### src/rtl/xor_pkg.sv
// Shared constants for the XOR descrambler: default word width, feedback
// taps and the width of the saturating bit counter used for lock detection.
package xor_pkg;

  localparam int DEF_WIDTH = 5;
  localparam int DEF_TAP_A = 6;
  localparam int DEF_TAP_B = 7;

  // Counter must represent 0..tap_b inclusive (it saturates at tap_b).
  function automatic int cnt_width(input int tap_b);
    return $clog2(tap_b + 1);
  endfunction

  localparam int CNT_W = $clog2(DEF_TAP_B + 1);

endpackage

### src/rtl/xor_descramble_word.sv
// Combinational descrambling of one WIDTH-bit word. Bit 0 is the earliest
// bit in time, so the history is advanced LSB first. The history is always
// fed with the received (scrambled) bit, which is what makes the
// descrambler self-synchronising.
module xor_descramble_word
  import xor_pkg::*;
#(
  parameter int WIDTH = DEF_WIDTH,
  parameter int TAP_A = DEF_TAP_A,
  parameter int TAP_B = DEF_TAP_B
) (
  input  logic [WIDTH-1:0] d_in,
  input  logic [TAP_B-1:0] s_in,
  output logic [WIDTH-1:0] d_out,
  output logic [TAP_B-1:0] s_out
);

  logic [TAP_B-1:0] sh;

  // Walk the word bit by bit, XOR-ing with both taps before shifting in the received bit.
  always_comb begin
    sh    = s_in;
    d_out = '0;
    for (int i = 0; i < WIDTH; i++) begin
      d_out[i] = d_in[i] ^ sh[TAP_A-1] ^ sh[TAP_B-1];
      sh       = {sh[TAP_B-2:0], d_in[i]};
    end
    s_out = sh;
  end

endmodule

### src/rtl/xor_descrambler.sv
// Self-synchronising multiplicative descrambler (1 + x^TAP_A + x^TAP_B) on a
// valid/ready stream. One output register stage; history and lock counter
// advance only when a word is accepted.
module xor_descrambler
  import xor_pkg::*;
#(
  parameter int WIDTH = DEF_WIDTH,
  parameter int TAP_A = DEF_TAP_A,
  parameter int TAP_B = DEF_TAP_B
) (
  input  logic             clk,
  input  logic             rst,
  input  logic             clr,
  input  logic [WIDTH-1:0] in_data,
  input  logic             in_valid,
  output logic             in_ready,
  output logic [WIDTH-1:0] out_data,
  output logic             out_valid,
  input  logic             out_ready,
  output logic             out_locked
);

  localparam int CW = cnt_width(TAP_B);

  logic [TAP_B-1:0] s_reg;
  logic [TAP_B-1:0] s_next;
  logic [CW-1:0]    cnt_reg;
  logic [CW-1:0]    cnt_next;
  logic [WIDTH-1:0] out_data_reg;
  logic [WIDTH-1:0] desc_word;
  logic             out_valid_reg;
  logic             out_locked_reg;
  logic             locked_now;
  logic             accept;
  int               cnt_sum;

  xor_descramble_word #(
    .WIDTH(WIDTH),
    .TAP_A(TAP_A),
    .TAP_B(TAP_B)
  ) u_word (
    .d_in (in_data),
    .s_in (s_reg),
    .d_out(desc_word),
    .s_out(s_next)
  );

  // The output slot can take a new word when it is empty or being drained this cycle.
  assign in_ready = !out_valid_reg || out_ready;
  assign accept   = in_valid && in_ready;

  // Lock decision uses the count before this word; the count then saturates at TAP_B.
  always_comb begin
    locked_now = (int'(cnt_reg) >= TAP_B);
    cnt_sum    = int'(cnt_reg) + WIDTH;
    if (cnt_sum >= TAP_B) begin
      cnt_next = CW'(TAP_B);
    end else begin
      cnt_next = CW'(cnt_sum);
    end
  end

  // Output register, history and lock counter; rst and clr both flush everything.
  always_ff @(posedge clk) begin
    if (rst || clr) begin
      s_reg          <= '0;
      cnt_reg        <= '0;
      out_data_reg   <= '0;
      out_valid_reg  <= 1'b0;
      out_locked_reg <= 1'b0;
    end else if (accept) begin
      s_reg          <= s_next;
      cnt_reg        <= cnt_next;
      out_data_reg   <= desc_word;
      out_valid_reg  <= 1'b1;
      out_locked_reg <= locked_now;
    end else if (out_ready) begin
      out_valid_reg  <= 1'b0;
    end
  end

  assign out_data   = out_data_reg;
  assign out_valid  = out_valid_reg;
  assign out_locked = out_locked_reg;

endmodule

### config.mk
export PLATFORM = sky130hd
export DESIGN_NAME = xor_descrambler
export DESIGN_NICKNAME = d
export VERILOG_FILES = /design/src/rtl/xor_pkg.sv /design/src/rtl/xor_descramble_word.sv /design/src/rtl/xor_descrambler.sv
export SDC_FILE = /design/constraint.sdc
export NUM_CORES = 1
export LEC_CHECK = 0
export ABC_CLOCK_PERIOD_IN_PS = 1800
export CORE_ASPECT_RATIO = 0.9
export CORE_MARGIN = 4
export CORE_UTILIZATION = 48
export CTS_CLUSTER_DIAMETER = 120
export CTS_CLUSTER_SIZE = 10
export DETAILED_ROUTE_END_ITERATION = 8
export HOLD_SLACK_MARGIN = 0.1
export PLACE_DENSITY_LB_ADDON = 0.12
export SYNTH_ARGS = -nofsm -noshare
export SYNTH_HDL_FRONTEND = slang
export SYNTH_SLANG_ARGS = --single-unit
### constraint.sdc
create_clock -name clk -period 1.8 [get_ports clk]
set_input_delay 0.18 -clock clk [delete_from_list [all_inputs] [get_ports clk]]
set_output_delay 0.18 -clock clk [all_outputs]
set_load 0.03 [all_outputs]
# After elaboration in Yosys (flattened, before gate mapping)
# Cells that the tools add are included.
[word_totals] ff_bits=17
[classes] n_bitwise=10 order_cmp=2 addsub=1 reduce_logical=5 muxes=3
[op_table] op="$xor 1x1->1" count=10
[op_table] op="$add 3x3->4 const B" count=1
[op_table] op="$ge 4x3->1 const B" count=1
[op_table] op="$ge 3x3->1 const B" count=1
[op_table] op="$mux 3" count=1
[op_table] op="$logic_or 1x1->1" count=2
[op_table] op="$mux 1" count=2
[op_table] op="$reduce_bool 2->1" count=1
[op_table] op="$logic_and 1x1->1" count=1
[op_table] op="$logic_not 1->1" count=1

# Longest topological paths before layout
[logic_depth] word_depth=4 mapped_depth=5 ltp_nobuf=5

# By module
# From an unflattened synthesis, not the netlist that was laid out.
[unflattened] cells_unflattened=97 hier_area_um2=940.9
[modules_own_cells] module="xor_descrambler" seq_area_each_um2=340.3 n_inst=1 area_per_inst_um2=769.5 cells_per_inst=85
[modules_own_cells] module="xor_descramble_word" seq_area_each_um2=0.0 n_inst=1 area_per_inst_um2=171.4 cells_per_inst=12

# Worst setup path before layout
# Ideal clock, no wire load.
[synth_timing] path_kind="reg-to-reg" from="register out_valid_reg, in the netlist out_valid" to="register cnt_reg[2]" required_time_ns=1.683 path_stages_with_launch=6 synth_period_minus_slack_ns=1.375 arrival_time_ns=1.258 setup_slack_ns=0.425 setup_time_ns=0.117 path_cell_list="dfxtp_1 nor2b_4 inv_4 buf_2 a31oi_1 nor2_1"
[synth_between] elab_chain_len=3
[synth_lines] element="start: declaration" line_no="xor_descrambler.sv:31" rtl="logic out_valid_reg;"
[synth_lines] element="start signal: assignment" line_no="xor_descrambler.sv:69" rtl="out_valid_reg <= 1'b0;"
[synth_lines] element="start signal: assignment" line_no="xor_descrambler.sv:75" rtl="out_valid_reg <= 1'b1;"
[synth_lines] element="start signal: assignment" line_no="xor_descrambler.sv:78" rtl="out_valid_reg <= 1'b0;"
[synth_lines] element="$logic_not 1->1" line_no="xor_descrambler.sv:49" rtl="assign in_ready = !out_valid_reg || out_ready;"
[synth_lines] element="$logic_or 1x1->1" line_no="xor_descrambler.sv:49"
[synth_lines] element="net in_ready" line_no="xor_descrambler.sv:16" rtl="output logic in_ready,"
[synth_lines] element="$logic_and 1x1->1" line_no="xor_descrambler.sv:50" rtl="assign accept = in_valid && in_ready;"
[synth_lines] element="end signal: assignment" line_no="xor_descrambler.sv:73" rtl="cnt_reg <= cnt_next;"
[synth_lines] element="end: declaration" line_no="xor_descrambler.sv:27" rtl="logic [CW-1:0] cnt_reg;"
# The timed path passes the listed nets, and every way through them passes these cells.
# A chain may end at the register's enable or synchronous reset.

# Worst setup path after layout
[layout_timing] from="input out_ready" to="output in_ready"
[layout_between] elab_chain_len=1
[layout_lines] element="start: declaration" line_no="xor_descrambler.sv:19" rtl="input logic out_ready,"
[layout_lines] element="$logic_or 1x1->1" line_no="xor_descrambler.sv:49"
[layout_lines] element="end: declaration" line_no="xor_descrambler.sv:16"
# No other way between the ends.

==> impl_metrics.toml <==
[finish]
largest_reg_flops = 7
synthToLayoutAreaGrowth_pct = 23.9
final_cell_mix = "dfxtp_1, clkdlybuf4s50_1, a21oi_1"
fin_nets = 121
fin_util = 0.632
antenna_cells = 0
design_area_mm2 = 0.00106
layout-drive-gt1-share = 0.0935
n_fill_cell = 162
fin_cells = 131

[global_routing]
track_usage = 0.172
grt_busiest_layer = "met2"
antenna_found_initial = 0
grt.overflow.total = 0
grt_pass1_vias = 703
met1_usage = 0.205
grt_first_pass_wirelength_um = 3070
grt_start_max_net_pins = 18
use_met2 = 0.295
grtUsageMet3 = 0.0489

[cts]
cts_tree = "yes"
cts_hold_buffers = 0
cts-resized-gates = 0
clk_pin_slew_ns = 0.10
clk_latency_ns = 0.29
cts_inserted_buffers = 3
clk_path_buf_depth = 2
clock_sinks = 17
cts-root-buf = "clkbuf_4"
cts_htree_levels = 1
postCtsSetupBuffers = 0

[worst_setup_path]
crit_path_start_kind = "input port"
crit_top_cell = "clkdlybuf4s50_1"
cp_num_buf_inv = 3
r2r_slack_ns = 0.29
required_ns = 1.62
crit_type = "in -> out"
crit_slowest_cell = "clkdlybuf4s50_1"
critPathArrivalTime_ns = 1.46
endpoint_kind = "output pin"
critPathTopFamily = "buffers and inverters"
r2r_start = "cnt_reg[0]$_SDFFE_PP0P_"
reg2reg_to = "cnt_reg[1]$_SDFFE_PP0P_"
path_cells = "clkdlybuf4s50_1 -> nor2b_4 -> inv_4 -> clkdlybuf4s50_1"
crit_fanout = 2
ff2ff_path_depth = 5
max_stage_delay_ns = 0.65

[worst_hold_path]
hold_class = "reg -> reg"
worst_hold_startpoint = "s_reg[0]$_SDFFE_PP0P_"
holdPathEnd = "s_reg[5]$_SDFFE_PP0P_"
hold_path_depth = 2

[logic_synthesis]
syn-cell-area_um2 = 858
mappedNetlistNets = 103
syn_inst = 90
yosys_register_bits = 17
synthDistinctLibCells = 23
yosysWarningCount = 0
avgSynthCellArea_um2 = 9.54
ys_seq_area_frac = 0.397

[timing]
finalCritPeriodShare = 0.911
hold_violations = 0
slew_violations = 0
rsz0062_at_grt = "false"
whs_ns = 0.472
skew_ns = 0.000831
period_minus_slack_ns = 1.64
setup_violations = 0
fmax_mhz = 610
relSlewSlack = 0.611
tightestPinTransition_ns = 0.583
setup_tns_ns = 0

[power_and_ir_drop]
swShare = 0.260
power_frac_clock = 0.280
p_sw_mw = 0.190
p_leak_nw = 0.406
cellPowerDensity_mw_per_mm2 = 688
p_int_mw = 0.542
pwr-share-seq = 0.546
max-vdd-ir-drop_mv = 0.411
power_frac_comb = 0.174

[floorplanning]
fp.dieH_um = 48.1
coreArea_mm2 = 0.00168
io_pins = 18
rows = 14
die_w_um = 52.6
start_util = 0.510
die_area_mm2 = 0.00253

[drt]
wl_per_cell_um = 14.1
drt_iter0_drc = 7
antenna_left = 0
dr_total_vias = 709
via_per_inst = 5.41
wirelength_um = 1840
route.detailed.drc = 0
dr.pass1.iters = 4

[place]
io_buffers = 17
placed_area_mm2 = 0.00104
place.gp.congestion = 0.746
placedCellCount = 127
dp_hpwl_um = 1310

[run_status]
status = "complete, no violations"

[flow_run]
drv_cap = 0
## area by class of cell
type,instances,area (um^2),area share
Inverter,4,17.5,0.0165
Sequential cell,17,340,0.320
Tap cell,24,30.0,0.0282
Timing Repair Buffer,20,193,0.181
Multi-Input combinational cell,62,457,0.429
Clock buffer,4,26.3,0.0247
## cells by family (layout without fill, tap and decap cells)
kind of cell | count (synthesis) | in the layout | share of synthesized area
DFF | 17 | 17 | 0.397
buffers and inverters | 11 | 28 | 0.0714
adders and majority gates | 3 | 3 | 0.0437
xor gates and xnor gates | 5 | 5 | 0.138
AOI/OAI and AO/OA | 35 | 35 | 0.226
and+or+nand+nor | 19 | 19 | 0.124
## through the flow
stage | setup slack, ns | power [mW]
2_1_floorplan | 0.425 | 0.489
3_3_place_gp | 0.172 | 0.532
3_5_place_dp | 0.143 | 0.536
4_1_cts | 0.142 | 0.742
5_1_grt | 0.118 | 0.771
6_report | 0.161 | 0.732
## power groups by stage
stage	sequential, mW	combinational (mW)	clock (mW)
after global routing	0.402	0.138	0.230
after floorplan	0.418	0.0711	0
after detailed placement	0.409	0.127	0
final	0.400	0.127	0.205
after CTS	0.400	0.128	0.214
after global placement	0.407	0.125	0
## layer usage
| metal | part of all wire | vias up |
|---|---|---|
| met1 | 0.44 | 331 |
| li1 | - | 357 |
| met2 | 0.51 | 19 |
| met5 | 0 | - |
| met3 | 0.044 | 2 |
| met4 | 0.0076 | 0 |
## worst max-delay path by stage
| stage | end | cells after the start | start | slack [ns] |
|---|---|---|---|---|
| final | in_ready | 4 | out_ready | 0.16 |
| after global routing | in_ready | 3 | out_valid$_SDFFE_PP0P_ | 0.12 |
| after CTS | in_ready | 4 | out_ready | 0.14 |
| after detailed placement | in_ready | 4 | out_ready | 0.14 |
| after global placement | in_ready | 4 | out_ready | 0.17 |
| after floorplan | cnt_reg[2]$_SDFFE_PP0P_ | 5 | out_valid$_SDFFE_PP0P_ | 0.42 |
## tightest hold or removal path, cell delays in order (launching register included)
cell     delay (ns)
dfxtp_1        0.32
nand3_1        0.06
a21oi_1        0.06
## synth_stat cells, drive strengths merged
master | instances | area share
o21ai | 12 | 0.070
or2 | 1 | 0.0073
buf | 7 | 0.051
a21bo | 1 | 0.012
inv | 4 | 0.020
o31ai | 1 | 0.0087
nor4b | 1 | 0.010
nor2b | 2 | 0.023
ha | 3 | 0.044
o311ai | 1 | 0.010
a31oi | 2 | 0.015
nor2 | 3 | 0.013
xor3 | 5 | 0.14
a211oi | 2 | 0.017
nand3 | 12 | 0.070
a21oi | 16 | 0.093
dfxtp | 17 | 0.40
No activity file was read; power rests on OpenSTA's default activity.
